==> config.mk <==
export PLATFORM = sky130hd
export DESIGN_NAME = moore_vender
export DESIGN_NICKNAME = d
export VERILOG_FILES = /design/src/rtl/moore_vender.sv
export SDC_FILE = /design/constraint.sdc
export NUM_CORES = 1
export LEC_CHECK = 0
export BUFFER_PORTS_ARGS = -buffer_cell sky130_fd_sc_hd__buf_2
export CAP_MARGIN = 30
export CORE_AREA = 2 2 39 41
export DETAILED_ROUTE_END_ITERATION = 7
export DIE_AREA = 0 0 41 43
export PLACE_DENSITY = 0.52
export SYNTH_ARGS = -nofsm -noshare
export SYNTH_HDL_FRONTEND = slang
export SYNTH_SLANG_ARGS = --single-unit
==> constraint.sdc <==
create_clock -name clk -period 1.2 [get_ports clk]
set_input_delay 0.06 -clock clk [delete_from_list [all_inputs] [get_ports clk]]
set_output_delay 0.06 -clock clk [all_outputs]
set_load 0.005 [all_outputs]
==> src/rtl/moore_vender.sv <==
// rtl/moore_vender.sv - Moore vending controller: 25c can, nickel/dime/quarter in, dime/nickel change out
module moore_vender (
    input  logic       nickel,
    input  logic       dime,
    input  logic       quarter,
    output logic       DispatchCan,
    output logic       DispatchDime,
    output logic       DispatchNickel,
    input  logic       clk,
    input  logic       reset_b,
    output logic [3:0] state
);

    typedef enum logic [3:0] {
        S0  = 4'd0,
        S5  = 4'd1,
        S10 = 4'd2,
        S15 = 4'd3,
        S20 = 4'd4,
        D25 = 4'd5,
        D30 = 4'd6,
        D35 = 4'd7,
        D40 = 4'd8,
        D45 = 4'd9,
        C10 = 4'd10
    } state_t;

    state_t     cur_state;
    state_t     nxt_state;
    logic [3:0] coin_nickels;

    always_ff @(posedge clk) begin
        if (!reset_b) begin
            cur_state <= S0;
        end else begin
            cur_state <= nxt_state;
        end
    end

    // Codes S0..D45 equal accumulated credit in nickels, so crediting is a plain add.
    always_comb begin
        coin_nickels = 4'd0;
        if (quarter) begin
            coin_nickels = 4'd5;
        end else if (dime) begin
            coin_nickels = 4'd2;
        end else if (nickel) begin
            coin_nickels = 4'd1;
        end
    end

    always_comb begin
        nxt_state      = S0;
        DispatchCan    = 1'b0;
        DispatchDime   = 1'b0;
        DispatchNickel = 1'b0;
        case (cur_state)
            S0, S5, S10, S15, S20: nxt_state = state_t'(cur_state + coin_nickels);
            D25: begin
                DispatchCan = 1'b1;
            end
            D30: begin
                DispatchCan    = 1'b1;
                DispatchNickel = 1'b1;
            end
            D35: begin
                DispatchCan  = 1'b1;
                DispatchDime = 1'b1;
            end
            D40: begin
                DispatchCan    = 1'b1;
                DispatchDime   = 1'b1;
                DispatchNickel = 1'b1;
            end
            D45: begin
                DispatchCan  = 1'b1;
                DispatchDime = 1'b1;
                nxt_state    = C10;
            end
            C10: begin
                DispatchDime = 1'b1;
            end
            default: nxt_state = S0;
        endcase
    end

    assign state = cur_state;

endmodule

# Yosys cells after proc, flatten, opt, wreduce, memory -nomap -nowiden
# Cells that the tools add are included.
# totals
word_cells	24
output_inout_bits	7
ff_bits	4
in_bits	5
# classes
n_mux	7
addsub	1
reduce_logical	5
n_eq_ne	10
# op_table
op	count
$eq A4 B3 Y1 const B	4
$eq A4 B4 Y1 const B	3
$reduce_or A5 Y1	2
$eq A4 B2 Y1 const B	2
$pmux W4 S2	1
$add A4 B4 Y4	1
$eq A4 B1 Y1 const B	1
$logic_not A4 Y1	1
$mux W1	4
$reduce_or A4 Y1	1
$mux W3	1
$mux W2	1
$reduce_or A2 Y1	1

# Logic depth before layout (Yosys ltp)
# logic_depth
word_depth	5
ltp_mapped	6
depth_no_buf	6

# Worst setup path after synthesis
# Ideal clock, no wire load.
# synth_timing
path_type	register to register
startpoint	reg cur_state[0], in the netlist state[0]
endpoint	reg cur_state[1], in the netlist state[1]
path_stages_with_launch	5
arrival_ps	1198
required_time_ps	1083
setup_slack_ps	-115
setup_time_ps	117
cell_sequence	dfxtp_1 > ha_1 > fa_1 > a31oi_1 > nor2b_1
# synth_between
elab_chain_len	3
word_cells_on_any_way	9
cone_classes	add/sub: 1; eq/ne: 5; mux: 1; reduce/logical: 2
# synth_rtl
item	line	source
start, declared	28	state_t cur_state;
start signal, assigned	36	cur_state <= nxt_state;
parallel branches: the longest is 2 deep, another holds $add A4 B4 Y4	--	
$pmux W4 S2 *	57	case (cur_state)
# Every way passes the cells marked *.
# A chain may end at the register's enable or synchronous reset.

# Worst setup path in the final report
# layout_timing
startpoint	reg cur_state[1], in the netlist state[1]
endpoint	out DispatchNickel
# layout_between
elab_chain_len	3
word_cells_on_any_way	4
cone_classes	eq/ne: 2; mux: 1; reduce/logical: 1
# layout_rtl
item	line	source
$eq A4 B4 Y1 or $eq A4 B3 Y1 (tied branches)	57	
$reduce_or A2 Y1 (no line) *	--	
$mux W1 *	57	
end, declared	8	output logic DispatchNickel,
# Every way passes the cells marked *; elsewhere a longest branch is shown, timed or not.

==> results.json <==
{
  "maxSlewHeadroom_pct": 77.5,
  "startpoint_type": "register",
  "place.gp.congestion": 0.679,
  "ant_nets": 0,
  "grt_max_degree": 9,
  "path_cells": "buf_6 -> or3_4 -> a21oi_2 -> buf_2",
  "routed_wl_um": 694,
  "tritoncts": "yes",
  "synth.avg_cell_area_um2": 8.53,
  "coreArea_mm2": 0.00138,
  "yosys_warnings": 0,
  "grtUsageTotal_pct": 9.05,
  "dr.pass1.iters": 3,
  "clkTransAtPathRegs_ns": 0.04,
  "hold_ws_ns": 0.0662,
  "cap_viol_max_count": 0,
  "grt_pass1_vias": 288,
  "worst-path-buf-inv": 2,
  "critPathRequiredTime_ns": 1.14,
  "nets": 66,
  "start_util_pct": 20.3,
  "status": "finished with violations",
  "tightest_slew_ns": 0.337,
  "dieArea_mm2": 0.00176,
  "root_buffer": "clkbuf_4",
  "cp_max_fo": 4,
  "fin_skew_ns": 0.00530,
  "synth-seq-cells": 4,
  "fp-row-count": 14,
  "drt_iter0_drc": 3,
  "dpl_worst_slack_ns": -0.0588,
  "endpoint_kind": "primary output",
  "postPlaceCellArea_um2": 400,
  "irDropWorstVdd_mv": 0.734,
  "p_leak_nw": 0.237,
  "drive_gt1_share_pct": 60.7,
  "multiInputGateArea_um2": 221,
  "rsz0062_at_grt": "true",
  "setup_ws_ns": -0.0661,
  "crit_family": "simple AND/OR/NAND/NOR gates",
  "synthesis.area_um2": 282,
  "p_per_area_mw_per_mm2": 2080,
  "post_drt_wl_per_cell_um": 9.64,
  "setup_violations": 4,
  "syn2layout_area_growth_pct": 72.4,
  "largest_reg_flops": 4,
  "final_area_um2": 485,
  "diodes": 0,
  "cts_num_sinks": 4,
  "n_fill_cell": 145,
  "h-tree-depth": 1,
  "die_h_um": 43,
  "via_per_inst": 4.46,
  "cp-startpoint": "state[1]",
  "timing.final.crit_period_ns": 1.27,
  "ys_seq_area_share_pct": 28.4,
  "regArea_um2": 87.6,
  "crit_type": "reg2out",
  "synthesis.nets": 42,
  "drcViolationCount": 0,
  "crit_slowest_cell": "or3_4",
  "antenna_found_initial": 0,
  "die_w_um": 41,
  "hold_path_class": "in2reg",
  "max_stage_delay_ns": 0.33,
  "clkLatencyLatePin_ns": 0.24,
  "syn_inst": 33,
  "violations": "negative setup slack",
  "port_buffers": 11,
  "vias": 321,
  "overflow": 0,
  "io-pin-count": 12,
  "fmax_mhz": 790,
  "drv_slew": 0,
  "dp_hpwl_um": 507,
  "grt_pass1_wl_mm": 1.05,
  "r2r-start": "state[1]",
  "crit_arrival_ns": 1.21,
  "finalCritPeriodShare_pct": 106,
  "min_from": "reset_b",
  "cts_inserted_buffers": 3,
  "cts_buffer_depth": 2,
  "yosysUniqueCellTypes": 18,
  "hold_viol_final": 0
}
[what timing repair did]
item | 4_1_cts | 5_1_grt
hold buffers | 0 | 0
endpoints found under the hold margin | 0 | 0
gates resized for setup | 7 | 3
pin swaps | 1 | 3
setup buffers | 3 | 0
setup endpoints to repair | 4 | 6
[where the power goes]
group	internal (mW)	leakage, nW	switching, mW
Combinational	0.318	0.188	0.249
Clock	0.125	0.0150	0.0605
Sequential	0.199	0.0347	0.0576
Total	0.642	0.237	0.367
[tightest hold or removal path, cell delays in order]
cell     delay [ns]
buf_2          0.10
nand2_1        0.04
o21ai_1        0.05
[kinds of logic (layout without fill, tap and decap cells)]
group / after synthesis / in the layout / synth area share, %
compound gates: 10 / 10 / 21.3
xor+xnor: 1 / 1 / 3.11
fa+ha+maj: 4 / 4 / 20.4
buf+inv: 3 / 26 / 4.00
flops: 4 / 4 / 28.4
simple gates: 11 / 11 / 22.7
[through the flow]
| stage | utilization (%) | power [mW] | instances | TNS (ns) |
|---|---|---|---|---|
| after floorplan | - | 0.492 | 33 | -0.0448 |
| after CTS | 33.7 | 0.991 | 72 | -0.216 |
| after global routing | 35.1 | 1.11 | 72 | -0.496 |
| final | 35.1 | 1.01 | 72 | -0.201 |
| after detailed placement | 28.9 | 0.697 | 65 | -0.0690 |
| after global placement | 28.9 | 0.688 | 65 | -0.0327 |
[routing by layer]
metal  part of all wire (%)  GRT usage, %  up-vias  wire length (µm)
met1                     42          8.06      148               289
met3                    6.3          6.28        0                44
met4                      0          4.00        0                 0
li1                       -             -      162                 -
met5                      0             0        -                 0
met2                     52          14.7       11               360
[synthesized netlist by cell type]
cell | n | share of area [%]
a31oi_1 | 1 | 2.2
fa_1 | 1 | 7.1
a21oi_2 | 1 | 3.1
o21ai_1 | 1 | 1.8
xnor2_1 | 1 | 3.1
or3_4 | 1 | 4.0
nor2b_1 | 1 | 2.2
nor2_1 | 3 | 4.0
a21o_1 | 2 | 5.3
nand3_1 | 3 | 5.3
nand2_1 | 2 | 2.7
dfxtp_1 | 4 | 28
inv_2 | 1 | 1.3
and4bb_2 | 1 | 4.4
ha_1 | 3 | 13
inv_1 | 2 | 2.7
o21ai_0 | 3 | 5.3
a21oi_1 | 2 | 3.6
[layout by cell type (no fill, tap or decap), drive strengths merged]
| master | netlist | final |
|---|---|---|
| ha | 3 | 3 |
| and4bb | 1 | 1 |
| a21o | 2 | 2 |
| xnor2 | 1 | 1 |
| a31oi | 1 | 1 |
| inv | 3 | 3 |
| nor2b | 1 | 1 |
| nand2 | 2 | 2 |
| o21ai | 4 | 4 |
| or3 | 1 | 1 |
| nor2 | 3 | 3 |
| buf | 0 | 19 |
| nand3 | 3 | 3 |
| dfxtp | 4 | 4 |
| clkbuf | 0 | 4 |
| fa | 1 | 1 |
| a21oi | 3 | 3 |
[path summary, 6_finish.rpt]
path,endpoint,slack [ns],depth (start not counted)
setup / recovery,DispatchNickel,-0.07,4
hold / removal,state[3],0.07,3
setup reg to reg,state[1],-0.06,4
hold reg to reg,state[0],0.61,3
[layout make-up]
cell class	count	share of cell area [%]
flip-flops and latches	4	18.0
well taps	16	4.12
multi-input cells	26	45.6
clock buffers	4	5.41
inverters	3	2.32
repair buffers	19	24.5
No activity file was read; power rests on OpenSTA's default activity.
